$ cat src/rtl/alu_res_station.sv
// Four-entry ALU reservation station: one-hot write, CDB wakeup with write-cycle
// bypass, fixed-priority (lowest index) issue into a registered issue bundle.
module alu_res_station #(
    parameter int WIDTH = 31,
    parameter int ALU   = 3,
    parameter int ROB   = 2,
    parameter int OPW   = 3
) (
    input  logic             clk,
    input  logic             reset,
    input  logic [ALU:0]     ALURequests,
    input  logic [OPW:0]     wrOp,
    input  logic [WIDTH:0]   wrSrc1,
    input  logic [WIDTH:0]   wrSrc2,
    input  logic [ROB:0]     wrTag1,
    input  logic [ROB:0]     wrTag2,
    input  logic             wrRdy1,
    input  logic             wrRdy2,
    input  logic [ROB:0]     wrRobTag,
    input  logic             cdbValid,
    input  logic [ROB:0]     cdbTag,
    input  logic [WIDTH:0]   cdbResult,
    input  logic             fuReady,
    input  logic             flush,
    output logic [ALU:0]     ALUBusyVector,
    output logic             issueValid,
    output logic [OPW:0]     issueOp,
    output logic [WIDTH:0]   issueSrc1,
    output logic [WIDTH:0]   issueSrc2,
    output logic [ROB:0]     issueRobTag
);

    localparam int SELW = (ALU > 0) ? $clog2(ALU + 1) : 1;

    logic [ALU:0]   r_busy;
    logic [ALU:0]   r_rdy1;
    logic [ALU:0]   r_rdy2;
    logic [OPW:0]   r_op     [0:ALU];
    logic [WIDTH:0] r_src1   [0:ALU];
    logic [WIDTH:0] r_src2   [0:ALU];
    logic [ROB:0]   r_tag1   [0:ALU];
    logic [ROB:0]   r_tag2   [0:ALU];
    logic [ROB:0]   r_robTag [0:ALU];

    logic           r_issueValid;
    logic [OPW:0]   r_issueOp;
    logic [WIDTH:0] r_issueSrc1;
    logic [WIDTH:0] r_issueSrc2;
    logic [ROB:0]   r_issueRobTag;

    logic [ALU:0]    w_wrEn;
    logic [ALU:0]    w_elig;
    logic            w_any;
    logic [SELW-1:0] w_sel;
    logic            w_byp1;
    logic            w_byp2;

    assign w_wrEn = ALURequests & ~r_busy;
    assign w_elig = r_busy & r_rdy1 & r_rdy2;
    // Operand produced on the CDB in the same cycle it is written
    assign w_byp1 = ~wrRdy1 & cdbValid & (wrTag1 == cdbTag);
    assign w_byp2 = ~wrRdy2 & cdbValid & (wrTag2 == cdbTag);

    always_comb begin
        w_any = 1'b0;
        w_sel = '0;
        for (int unsigned i = 0; i < ALU + 1; i++) begin
            if (w_elig[i] && !w_any) begin
                w_any = 1'b1;
                w_sel = SELW'(i);
            end
        end
    end

    always_ff @(posedge clk or posedge reset) begin
        if (reset) begin
            r_busy        <= '0;
            r_rdy1        <= '0;
            r_rdy2        <= '0;
            r_issueValid  <= 1'b0;
            r_issueOp     <= '0;
            r_issueSrc1   <= '0;
            r_issueSrc2   <= '0;
            r_issueRobTag <= '0;
            for (int unsigned i = 0; i < ALU + 1; i++) begin
                r_op[i]     <= '0;
                r_src1[i]   <= '0;
                r_src2[i]   <= '0;
                r_tag1[i]   <= '0;
                r_tag2[i]   <= '0;
                r_robTag[i] <= '0;
            end
        end else if (flush) begin
            r_busy       <= '0;
            r_issueValid <= 1'b0;
        end else begin
            for (int unsigned i = 0; i < ALU + 1; i++) begin
                if (w_wrEn[i]) begin
                    r_busy[i]   <= 1'b1;
                    r_op[i]     <= wrOp;
                    r_tag1[i]   <= wrTag1;
                    r_tag2[i]   <= wrTag2;
                    r_robTag[i] <= wrRobTag;
                    r_rdy1[i]   <= wrRdy1 | w_byp1;
                    r_rdy2[i]   <= wrRdy2 | w_byp2;
                    r_src1[i]   <= w_byp1 ? cdbResult : wrSrc1;
                    r_src2[i]   <= w_byp2 ? cdbResult : wrSrc2;
                end else if (r_busy[i]) begin
                    if (!r_rdy1[i] && cdbValid && (r_tag1[i] == cdbTag)) begin
                        r_src1[i] <= cdbResult;
                        r_rdy1[i] <= 1'b1;
                    end
                    if (!r_rdy2[i] && cdbValid && (r_tag2[i] == cdbTag)) begin
                        r_src2[i] <= cdbResult;
                        r_rdy2[i] <= 1'b1;
                    end
                end
            end
            // Write targets only idle entries and issue only busy ones, so the
            // busy-bit updates below never collide with the write above.
            if (fuReady && w_any) begin
                r_issueValid  <= 1'b1;
                r_issueOp     <= r_op[w_sel];
                r_issueSrc1   <= r_src1[w_sel];
                r_issueSrc2   <= r_src2[w_sel];
                r_issueRobTag <= r_robTag[w_sel];
                r_busy[w_sel] <= 1'b0;
            end else begin
                r_issueValid <= 1'b0;
            end
        end
    end

    assign ALUBusyVector = r_busy;
    assign issueValid    = r_issueValid;
    assign issueOp       = r_issueOp;
    assign issueSrc1     = r_issueSrc1;
    assign issueSrc2     = r_issueSrc2;
    assign issueRobTag   = r_issueRobTag;

endmodule

$ cat config.mk
export PLATFORM = sky130hd
export DESIGN_NAME = alu_res_station
export DESIGN_NICKNAME = d
export VERILOG_FILES = /design/src/rtl/alu_res_station.sv
export SDC_FILE = /design/constraint.sdc
export NUM_CORES = 1
export LEC_CHECK = 0
export ABC_AREA = 1
export CAP_MARGIN = 20
export CORE_ASPECT_RATIO = 0.7
export CORE_MARGIN = 3
export CORE_UTILIZATION = 59
export DETAILED_ROUTE_END_ITERATION = 16
export PLACE_DENSITY = 0.89
export SLEW_MARGIN = 20
export SYNTH_ARGS = -nofsm -noshare
export SYNTH_HDL_FRONTEND = slang
export SYNTH_SLANG_ARGS = --single-unit
$ cat constraint.sdc
create_clock -name clk -period 14.94 [get_ports clk]
set_input_delay 1.494 -clock clk [delete_from_list [all_inputs] [get_ports clk]]
set_output_delay 1.494 -clock clk [all_outputs]
set_load 0.03 [all_outputs]
* Word-level counts from Yosys, hierarchy flattened
Index checks and enable logic that the tools add are counted.
** Word-level totals
- Register bits after elaboration :: 392
- Input port bits :: 123
- Output and inout port bits :: 76
** Operators by class
- Magnitude comparators :: 3
- Equality and inequality tests :: 10
- Muxes and demuxes :: 83
- Bitwise operators :: 16
- Reduce and logical (&&, ||, !) cells :: 57
** Operators by type and width (number)
- $mux 32 :: 30
- $bmux 32 s2 :: 2
- $mux 1 :: 40
- $eq 3x3->1 :: 10
- $reduce_and 3->1 :: 8
- $reduce_bool 2->1 :: 12
- $logic_and 1x1->1 :: 21
- $and 4x4->4 :: 4
- $mux 4 :: 4
- $logic_not 1->1 :: 11
- $reduce_and 2->1 :: 5
- $bmux 4 s2 :: 1
- $not 4->4 :: 2
- $bmux 3 s2 :: 1
- $mux 3 :: 2
- $and 1x1->1 :: 4
- $mux 2 :: 2
- $ge 3x3->1 const B :: 1
- $lt 2x3->1 const B :: 1
- $not 1->1 :: 3
- $not 2->3 :: 1
- $demux 1 s2 :: 1
- $ge 2x1->1 const B :: 1
- $or 1x1->1 :: 2

* Longest topological paths before layout
Gate-level depths: netlist of the first run.
- Depth in word-level cells :: 20
- Mapped depth :: 12
- Depth with buffers taken out :: 10

* Worst setup path after synthesis of the first run
No wires, ideal clock.
- Path type :: in2reg
- From :: input cdbTag[1]
- To :: register r_src1[41] (netlist name)
- Library setup time :: 0.117 ns
- Arrival :: 2.539 ns
- Data required time :: 14.823 ns
- Slack :: 12.284 ns
- Cell stages on the path :: 12
- Cell sequence :: buf_4 > inv_2 > nand2_1 > o21ai_1 > nor2_4 > nand2_2 > buf_6 > nand2_1 > nand3_1 > nand2_1 > nand2_1 > nand2_1
** On the way
- Cells in the longest elaborated chain, start to end :: 4
- Elaborated cells between the ends (all ways) :: 8
- Classes of those cells :: eq/ne (2); mux (2); bitwise (1); reduce/logical (3)
** RTL lines
- start, declared :: line 21 : input logic [ROB:0] cdbTag,
- $eq 3x3->1 (on tied branches) :: line 61, 109
- $and 1x1->1 or $logic_and 1x1->1 (tied branches) :: line 61, 109
- $mux 32 or $reduce_bool 2->1 (tied branches)
- $mux 32 or $reduce_and 3->1 (tied branches)
- end signal, assigned by index :: line 106 : r_src1[i] <= w_byp1 ? cdbResult : wrSrc1;
- end signal, assigned by index :: line 110 : r_src1[i] <= cdbResult;
- end, declared :: line 39 : logic [WIDTH:0] r_src1 [0:ALU];
Parallel ways exist; a longest one is shown, timed or not.
A chain may end at the register's enable or synchronous reset.

* Final worst setup path of the first run
- From :: input cdbTag[1]
- To :: register r_src2[106] (netlist name)
** On the way
- Cells in the longest elaborated chain, start to end :: 4
- Elaborated cells between the ends (all ways) :: 8
- Classes of those cells :: eq/ne (2); mux (2); bitwise (1); reduce/logical (3)
** RTL lines
- $eq 3x3->1 (on tied branches) :: line 62, 113
- $and 1x1->1 or $logic_and 1x1->1 (tied branches) :: line 62, 113
- $mux 32 or $reduce_bool 2->1 (tied branches)
- $mux 32 or $reduce_and 3->1 (tied branches)
- end signal, assigned by index :: line 107 : r_src2[i] <= w_byp2 ? cdbResult : wrSrc2;
- end signal, assigned by index :: line 114 : r_src2[i] <= cdbResult;
- end, declared :: line 40 : logic [WIDTH:0] r_src2 [0:ALU];
Parallel ways exist; a longest one is shown, timed or not.

==> out/qor.yml, run 1 <==
run_status:
  status: "finished clean"
die:
  die_h_um: 170
  rows: 59
  die-area_mm2: 0.0407
  initial_utilization_pct: 60.3
  io_pins: 199
  coreArea_mm2: 0.0375
  die_x_um: 240
critical_path:
  critPathSlowestCell: "clkdlybuf4s50_1"
  cp_max_fo: 33
  crit_path_cell_trace: "clkdlybuf4s50_1, inv_2, nand2_1, o21ai_1, nor2_4, nand2_2, nand2_2, nand3_1, nand2_1, nand2_1, nand2_1"
  crit_type: "in -> reg"
  reg2reg_to: "issueSrc1[31]"
  r2r_setup_slack_ps: 11270
  worstSetupStartpointType: "input pin"
  startpoint: "cdbTag[1]"
  worstReg2RegStart: "ALUBusyVector[0]"
  critPathBufInv: 2
  r2r_cells: 6
  crit_family: "simple AND/OR/NAND/NOR gates"
  slowest_delay_ps: 870
  endpoint_kind: "flop"
  worstPathRequired_ps: 15420
  crit_top_cell: "nand2_1"
  critPathArrivalTime_ps: 4940
synth:
  yosys.area_share.simple_pct: 42.7
  ys_ff_latch: 392
  synth_nets: 3517
  synth_top_family_by_area: "simple AND/OR/NAND/NOR gates"
  synth_area_mm2: 0.0226
  synth.mux.area_fraction_pct: 0
  synthAdderAreaFrac_pct: 0
  netlist_instances: 3394
  synth_compound_area_share_pct: 2.37
  yosysWarnings: 0
  synthXorXnorAreaFrac_pct: 0.930
  synth.distinct_cells: 25
  ys_seq_area_share_pct: 43.4
  syn_area_per_cell_um2: 6.66
sta:
  fin_tns_setup_ps: 0
  fin_skew_ps: 18.3
  drv_slew: 0
  rsz0062_at_grt: "false"
  period_needed_ps: 4450
  max_freq_ghz: 0.225
  period_share_pct: 29.8
  report.final.hold_viol_count: 0
  max_slew_margin_pct: 23.9
  worst_pin_slew_ps: 1140
  setup_viol: 0
  whs_ps: 478
clock_network:
  numCtsBuffers: 39
  clkTransAtPathRegs_ps: 60
  cts_max_path_buffers: 3
  cts_max_level: 2
  worstSkewPairLatency_ps: 560
  cts_root_buf: "clkbuf_16"
  cts_num_sinks: 392
  ctsResizeCount: 0
  hold_buffers: 0
  cts_setup_buffers: 0
  cts_tree: "built"
route:
  vias_per_cell: 5.92
  drt-wirelength-per-cell_um: 20.3
  dr.first_iter.drc_count: 4616
  vias: 23658
  drc_errors: 0
  ant_nets: 0
  routed_wl_mm: 81.1
  first_pass_iters: 10
power:
  powerDensity_mw_per_mm2: 152
  power_frac_clock_pct: 28.1
  p_sw_w: 0.00148
  p_leak_nw: 14.4
  p_int_w: 0.00249
  p_sw_share_pct: 37.2
  comb_power_share_pct: 33.7
  p_seq_share_pct: 38.2
  ir_drop_uv: 148
final_layout:
  fill_cells: 3108
  nNetsFinal: 3596
  area_growth_syn_to_layout_pct: 15.2
  layout-drive-gt1-share_pct: 5.20
global_route:
  grt_pass1_vias: 21483
  grt.overflow.total: 0
  grtUsageTotal_pct: 39.4
  grt_max_degree: 111
  grt_pass1_wl_mm: 125
  antenna_found_initial: 5
placed_design:
  hpwl_mm: 53.9
  port_buffers: 198
  place.gp.congestion: 1.10
min_path:
  hold_path_depth: 2
  min_to: "r_src1[117]"
  hold_start: "r_src1[117]"
  min_path_type: "reg -> reg"
job:
  cap_viol_max_count: 0
==> registers in the layout, summed over array words and instances (netlist names) <==
| signal | flops |
|---|---|
| issueRobTag | 3 |
| issueValid | 1 |
| r_src2 | 128 |
| r_robTag | 12 |
| r_op | 16 |
| r_rdy1 | 4 |
| issueOp | 4 |
| issueSrc2 | 32 |
| ALUBusyVector | 4 |
| r_src1 | 128 |
| issueSrc1 | 32 |
| r_rdy2 | 4 |
| r_tag1 | 12 |
| r_tag2 | 12 |
==> layer usage <==
layer  track usage (%)  part of all wire [%]
met4              9.22                   3.0
met1              58.7                    40
met5             0.583                 0.041
met2              51.8                    38
met3              18.3                    18
==> area by class of cell <==
| class | count | area [um^2] | share of cell area (%) |
|---|---|---|---|
| repair buffers | 228 | 2230 | 8.58 |
| well taps | 488 | 611 | 2.34 |
| diodes | 5 | 12.5 | 0.0480 |
| flip-flops and latches | 392 | 9810 | 37.7 |
| inverters | 399 | 1510 | 5.78 |
| clock inverters | 18 | 330 | 1.27 |
| multi-input cells | 2413 | 10400 | 40.1 |
| clock buffers | 51 | 1090 | 4.20 |
==> power groups by stage <==
stage                     combinational, W  sequential (W)  clock [W]
after floorplan                   0.000651         0.00168          0
after global placement             0.00127         0.00151          0
after detailed placement           0.00129         0.00152          0
after CTS                          0.00131         0.00151    0.00111
after global routing               0.00145         0.00155    0.00115
final                              0.00134         0.00152    0.00112
==> layout by cell type (no fill, tap or decap), types with 27 or more instances in the layout <==
master,netlist,layout
inv_1,389,386
o21ai_0,56,56
nand2_2,38,38
clkdlybuf4s50_1,0,198
nand3_1,503,503
nand4_1,80,80
nor2_1,166,162
buf_4,6,27
or2_2,29,29
dfrtp_1,392,392
a21oi_1,40,40
clkbuf_16,0,41
nand2_1,1451,1451
==> cell usage after synthesis, drive strengths merged <==
| library cell | count | area [um^2] |
|---|---|---|
| nand2 | 1490 | 5700 |
| nand3 | 507 | 2560 |
| inv | 395 | 1480 |
| dfrtp | 392 | 9810 |
| nor2 | 170 | 668 |
| buf | 98 | 551 |
| clkbuf | 92 | 345 |
| nand4 | 81 | 522 |
| o21ai | 66 | 330 |
| a21oi | 40 | 200 |
| or2 | 34 | 213 |
| xnor2 | 24 | 210 |
| clkinv | 4 | 15.0 |
| a31oi | 1 | 6.26 |
==> tightest hold or removal path, cell delays in order, from the launching register on <==
cell and delay (ps):
dfrtp_1 340, nand2_1 50, nand2_1 60
==> per-stage QoR <==
stage / utilization, % / cell area, um^2 / power [W] / instances / worst slack (ps)
finish: 69.5 / 26000 / 0.00397 / 3994 / 10490
global route: 69.5 / 26000 / 0.00415 / 3994 / 10350
CTS: 69.3 / 26000 / 0.00393 / 3988 / 10700
detailed placement: 65.5 / 24600 / 0.00281 / 3919 / 10150
global placement: 65.5 / 24600 / 0.00278 / 3919 / 10130
floorplan: - / 22600 / 0.00233 / 3394 / 2550
==> logic make-up after synthesis <==
group | Yosys count
and+or+nand+nor | 2282
buffers and inverters | 589
AOI/OAI and AO/OA | 107
DFF | 392
xor gates and xnor gates | 24
==> how the worst max path moves through the flow <==
stage                             endpoint  slack, ps  depth (start not counted)
after floorplan           ALUBusyVector[0]       2550                          1
after global placement         r_src2[111]      10130                         11
after detailed placement       r_src2[106]      10150                         11
after CTS                      r_src2[106]      10700                         11
after global routing            r_src2[94]      10350                         11
final                          r_src2[106]      10490                         11
(Power assumes the default switching activity.)
==> run 2, diff against run 1 <==
--- a/config.mk
+++ b/config.mk
@@ -9,9 +9,9 @@
 export CAP_MARGIN = 20
 export CORE_ASPECT_RATIO = 0.7
 export CORE_MARGIN = 3
-export CORE_UTILIZATION = 59
+export CORE_UTILIZATION = 53
 export DETAILED_ROUTE_END_ITERATION = 16
-export PLACE_DENSITY = 0.89
+export PLACE_DENSITY = 0.85
 export SLEW_MARGIN = 20
 export SYNTH_ARGS = -nofsm -noshare
 export SYNTH_HDL_FRONTEND = slang
==> constraint.sdc (replaced) <==
create_clock -name clk -period 3.6 [get_ports clk]
set_input_delay 0.36 -clock clk [delete_from_list [all_inputs] [get_ports clk]]
set_output_delay 0.36 -clock clk [all_outputs]
set_load 0.03 [all_outputs]
==> run 2 against run 1 <==
  * Flip-flop and latch count unchanged
  * Core utilization shrank 6.1 points
  * Hold slack got worse by 180 ps
  * Global-route usage is 2.4 points lower
  * First-iteration DRC count decreased by 5.5%
  * Wire length increased by 3.4%
  * Combinational power rose to 4.2 times the previous value
  * Die area rose by 11%
  * Setup slack got worse by 9600 ps
  * Critical path depth shrank 3
  * Largest cell class unchanged
==> out/qor.yml, run 2 (synthesized netlist as in run 1, its figures left out) <==
critical_path:
  critPathBufInv: 2  # unchanged
  reg2reg_to: "issueSrc1[26]"  # was issueSrc1[31]
  worstPathRequired_ps: 4030  # was 15420 ps
  crit_type: "reg -> reg"  # was in -> reg
  crit_family: "simple AND/OR/NAND/NOR gates"  # unchanged
  crit_end: "issueSrc1[26]"  # was r_src2[106]
  crit_top_cell: "nor2_1"  # was nand2_1
  startpoint: "ALUBusyVector[1]"  # was cdbTag[1]
  crit_path_cell_trace: "nand3_2, nand4_4, buf_4, nor2_1, nor2_1, nand3_1, nand2_1, inv_1"  # was clkdlybuf4s50_1, inv_2, nand2_1, o21ai_1, nor2_4, nand2_2, nand2_2, nand3_1, nand2_1, nand2_1, nand2_1
  r2r_cells: 8  # was 6
  worstReg2RegStart: "ALUBusyVector[1]"  # was ALUBusyVector[0]
  r2r_setup_slack_ps: 900  # was 11270 ps
  cp.depth: 8  # was 11
  cp_max_fo: 89  # was 33
  endpoint_kind: "flop"  # unchanged
  critPathArrivalTime_ps: 3130  # was 4940 ps
  critPathSlowestCell: "buf_4"  # was clkdlybuf4s50_1
  slowest_delay_ps: 840  # was 870 ps
  worstSetupStartpointType: "flop"  # was input pin
global_route:
  grt_max_degree: 102  # was 111
  grtUsageTotal_pct: 37.0  # was 39.4%
  grt_pass1_wl_mm: 129  # was 125 mm
  grt_pass1_vias: 21304  # was 21483
  antenna_found_initial: 7  # was 5
  grt.overflow.total: 0  # unchanged
route:
  drt-wirelength-per-cell_um: 20.5  # was 20.3 um
  vias: 23706  # was 23658
  drc_errors: 0  # unchanged
  vias_per_cell: 5.81  # was 5.92
  dr.first_iter.drc_count: 4361  # was 4616
  ant_nets: 0  # unchanged
  first_pass_iters: 8  # was 10
  routed_wl_mm: 83.9  # was 81.1 mm
placed_design:
  place_area_mm2: 0.0250  # was 0.0246 mm^2
  dp_cells: 4007  # was 3919
  place.gp.congestion: 1.03  # was 1.10
  port_buffers: 198  # unchanged
  hpwl_mm: 57.4  # was 53.9 mm
power:
  ir_drop_uv: 385  # was 148 uV
  p_sw_w: 0.00610  # was 0.00148 W
  power_frac_clock_pct: 26.6  # was 28.1%
  p_seq_share_pct: 39.0  # was 38.2%
  p_leak_nw: 14.6  # was 14.4 nW
  comb_power_share_pct: 34.3  # was 33.7%
  powerDensity_mw_per_mm2: 615  # was 152 mW/mm^2
  p_int_w: 0.0101  # was 0.00249 W
  p_sw_share_pct: 37.6  # was 37.2%
clock_network:
  cts_root_buf: "clkbuf_16"  # unchanged
  cts_num_sinks: 392  # unchanged
  cts_max_level: 2  # unchanged
  cts_setup_buffers: 0  # unchanged
  numCtsBuffers: 40  # was 39
  worstSkewPairLatency_ps: 550  # was 560 ps
  hold_buffers: 0  # unchanged
  cts_max_path_buffers: 3  # unchanged
  ctsResizeCount: 0  # unchanged
  clkTransAtPathRegs_ps: 70  # was 60 ps
  cts_tree: "built"  # unchanged
sta:
  report.final.hold_viol_count: 0  # unchanged
  fin_skew_ps: 22.4  # was 18.3 ps
  max_slew_margin_pct: 24.2  # was 23.9%
  rsz0062_at_grt: "false"  # unchanged
  period_share_pct: 74.9
  drv_slew: 0  # unchanged
  period_needed_ps: 2700
  max_freq_ghz: 0.371
  worst_pin_slew_ps: 1140  # about the same
  setup_viol: 0  # unchanged
die:
  initial_utilization_pct: 54.4  # was 60.3%
  rows: 62  # was 59
  io_pins: 199  # unchanged
  die-area_mm2: 0.0452  # was 0.0407 mm^2
  coreArea_mm2: 0.0416  # was 0.0375 mm^2
  die_x_um: 253  # was 240 um
  die_h_um: 179  # was 170 um
final_layout:
  fill_cells: 3661  # was 3108
  final_cell_mix: "nand2_1 (1451), nand3_1 (503), dfrtp_1 (392)"  # unchanged
  post-route-cell-area_mm2: 0.0264  # was 0.0260 mm^2
  final_cells: 4083  # was 3994
  reg_top3: "r_src1: 128 flops, r_src2: 128 flops"  # unchanged
  area_growth_syn_to_layout_pct: 16.6  # was 15.2%
  final_common_cell: "nand2_1"  # unchanged
  nNetsFinal: 3628  # was 3596
  layout-drive-gt1-share_pct: 5.98  # was 5.20%
min_path:
  min_path_type: "in -> async"  # was reg -> reg
run_status:
  status: "finished clean"  # unchanged
job:
  cap_viol_max_count: 0  # unchanged
==> run 2: cell count changes in the layout (fill, tap and decap cells not counted), moves of 2 or more <==
cell	previous run	this run
buf_12	0	11
buf_4	27	50
buf_6	2	0
bufinv_16	9	5
clkinv_2	5	7
diode_2	5	8
inv_1	386	388
==> run 2: cell type report <==
type | instances | area [um^2] | share of cell area (%)
antenna | 8 | 20.0 | 0.0759
clock buffer | 52 | 1110 | 4.20
sequential | 392 | 9810 | 37.2
timing repair buffer | 259 | 2580 | 9.78
tap | 544 | 681 | 2.58
clock inverter | 16 | 218 | 0.826
inverter | 399 | 1500 | 5.70
multi-input combinational | 2413 | 10400 | 39.6
==> run 2: power groups by stage <==
stage	Sequential [W]	Combinational, W	Clock, W
finish	0.00633	0.00557	0.00432
detailed placement	0.00635	0.00542	0
CTS	0.00629	0.00547	0.00432
global placement	0.00633	0.00534	0
global route	0.00645	0.00608	0.00449
floorplan	0.00697	0.00270	0
==> run 2: worst min path at each step <==
stage / from / to / slack, ps / cells after the start
floorplan: r_src1[0] / r_src1[0] / 450 / 2
global placement: r_src1[29] / r_src1[29] / 460 / 2
detailed placement: r_src2[32] / r_src2[32] / 470 / 2
CTS: reset / issueOp[3] / 290 / 2
global route: reset / r_op[3] / 340 / 2
finish: reset / issueRobTag[2] / 290 / 2
==> run 2: per-layer routing <==
| metal | part of all wire (%) | vias up | GRT usage (%) |
|---|---|---|---|
| met2 | 38 | 2045 | 49.5 |
| met3 | 17 | 201 | 14.3 |
| met4 | 2.8 | 2 | 8.38 |
| li1 | - | 10721 | - |
| met5 | 0.049 | - | 0 |
| met1 | 42 | 10737 | 55.8 |
==> run 2: stage by stage <==
stage | hold WS [ps] | power, W | util (%) | worst slack (ps) | TNS (ps)
floorplan | 449 | 0.00967 | - | -2030 | -797280
global placement | 462 | 0.0117 | 60.2 | 833 | 0
detailed placement | 465 | 0.0118 | 60.2 | 797 | 0
CTS | 294 | 0.0161 | 63.4 | 1030 | 0
global route | 335 | 0.0170 | 63.4 | 810 | 0
finish | 293 | 0.0162 | 63.4 | 904 | 0
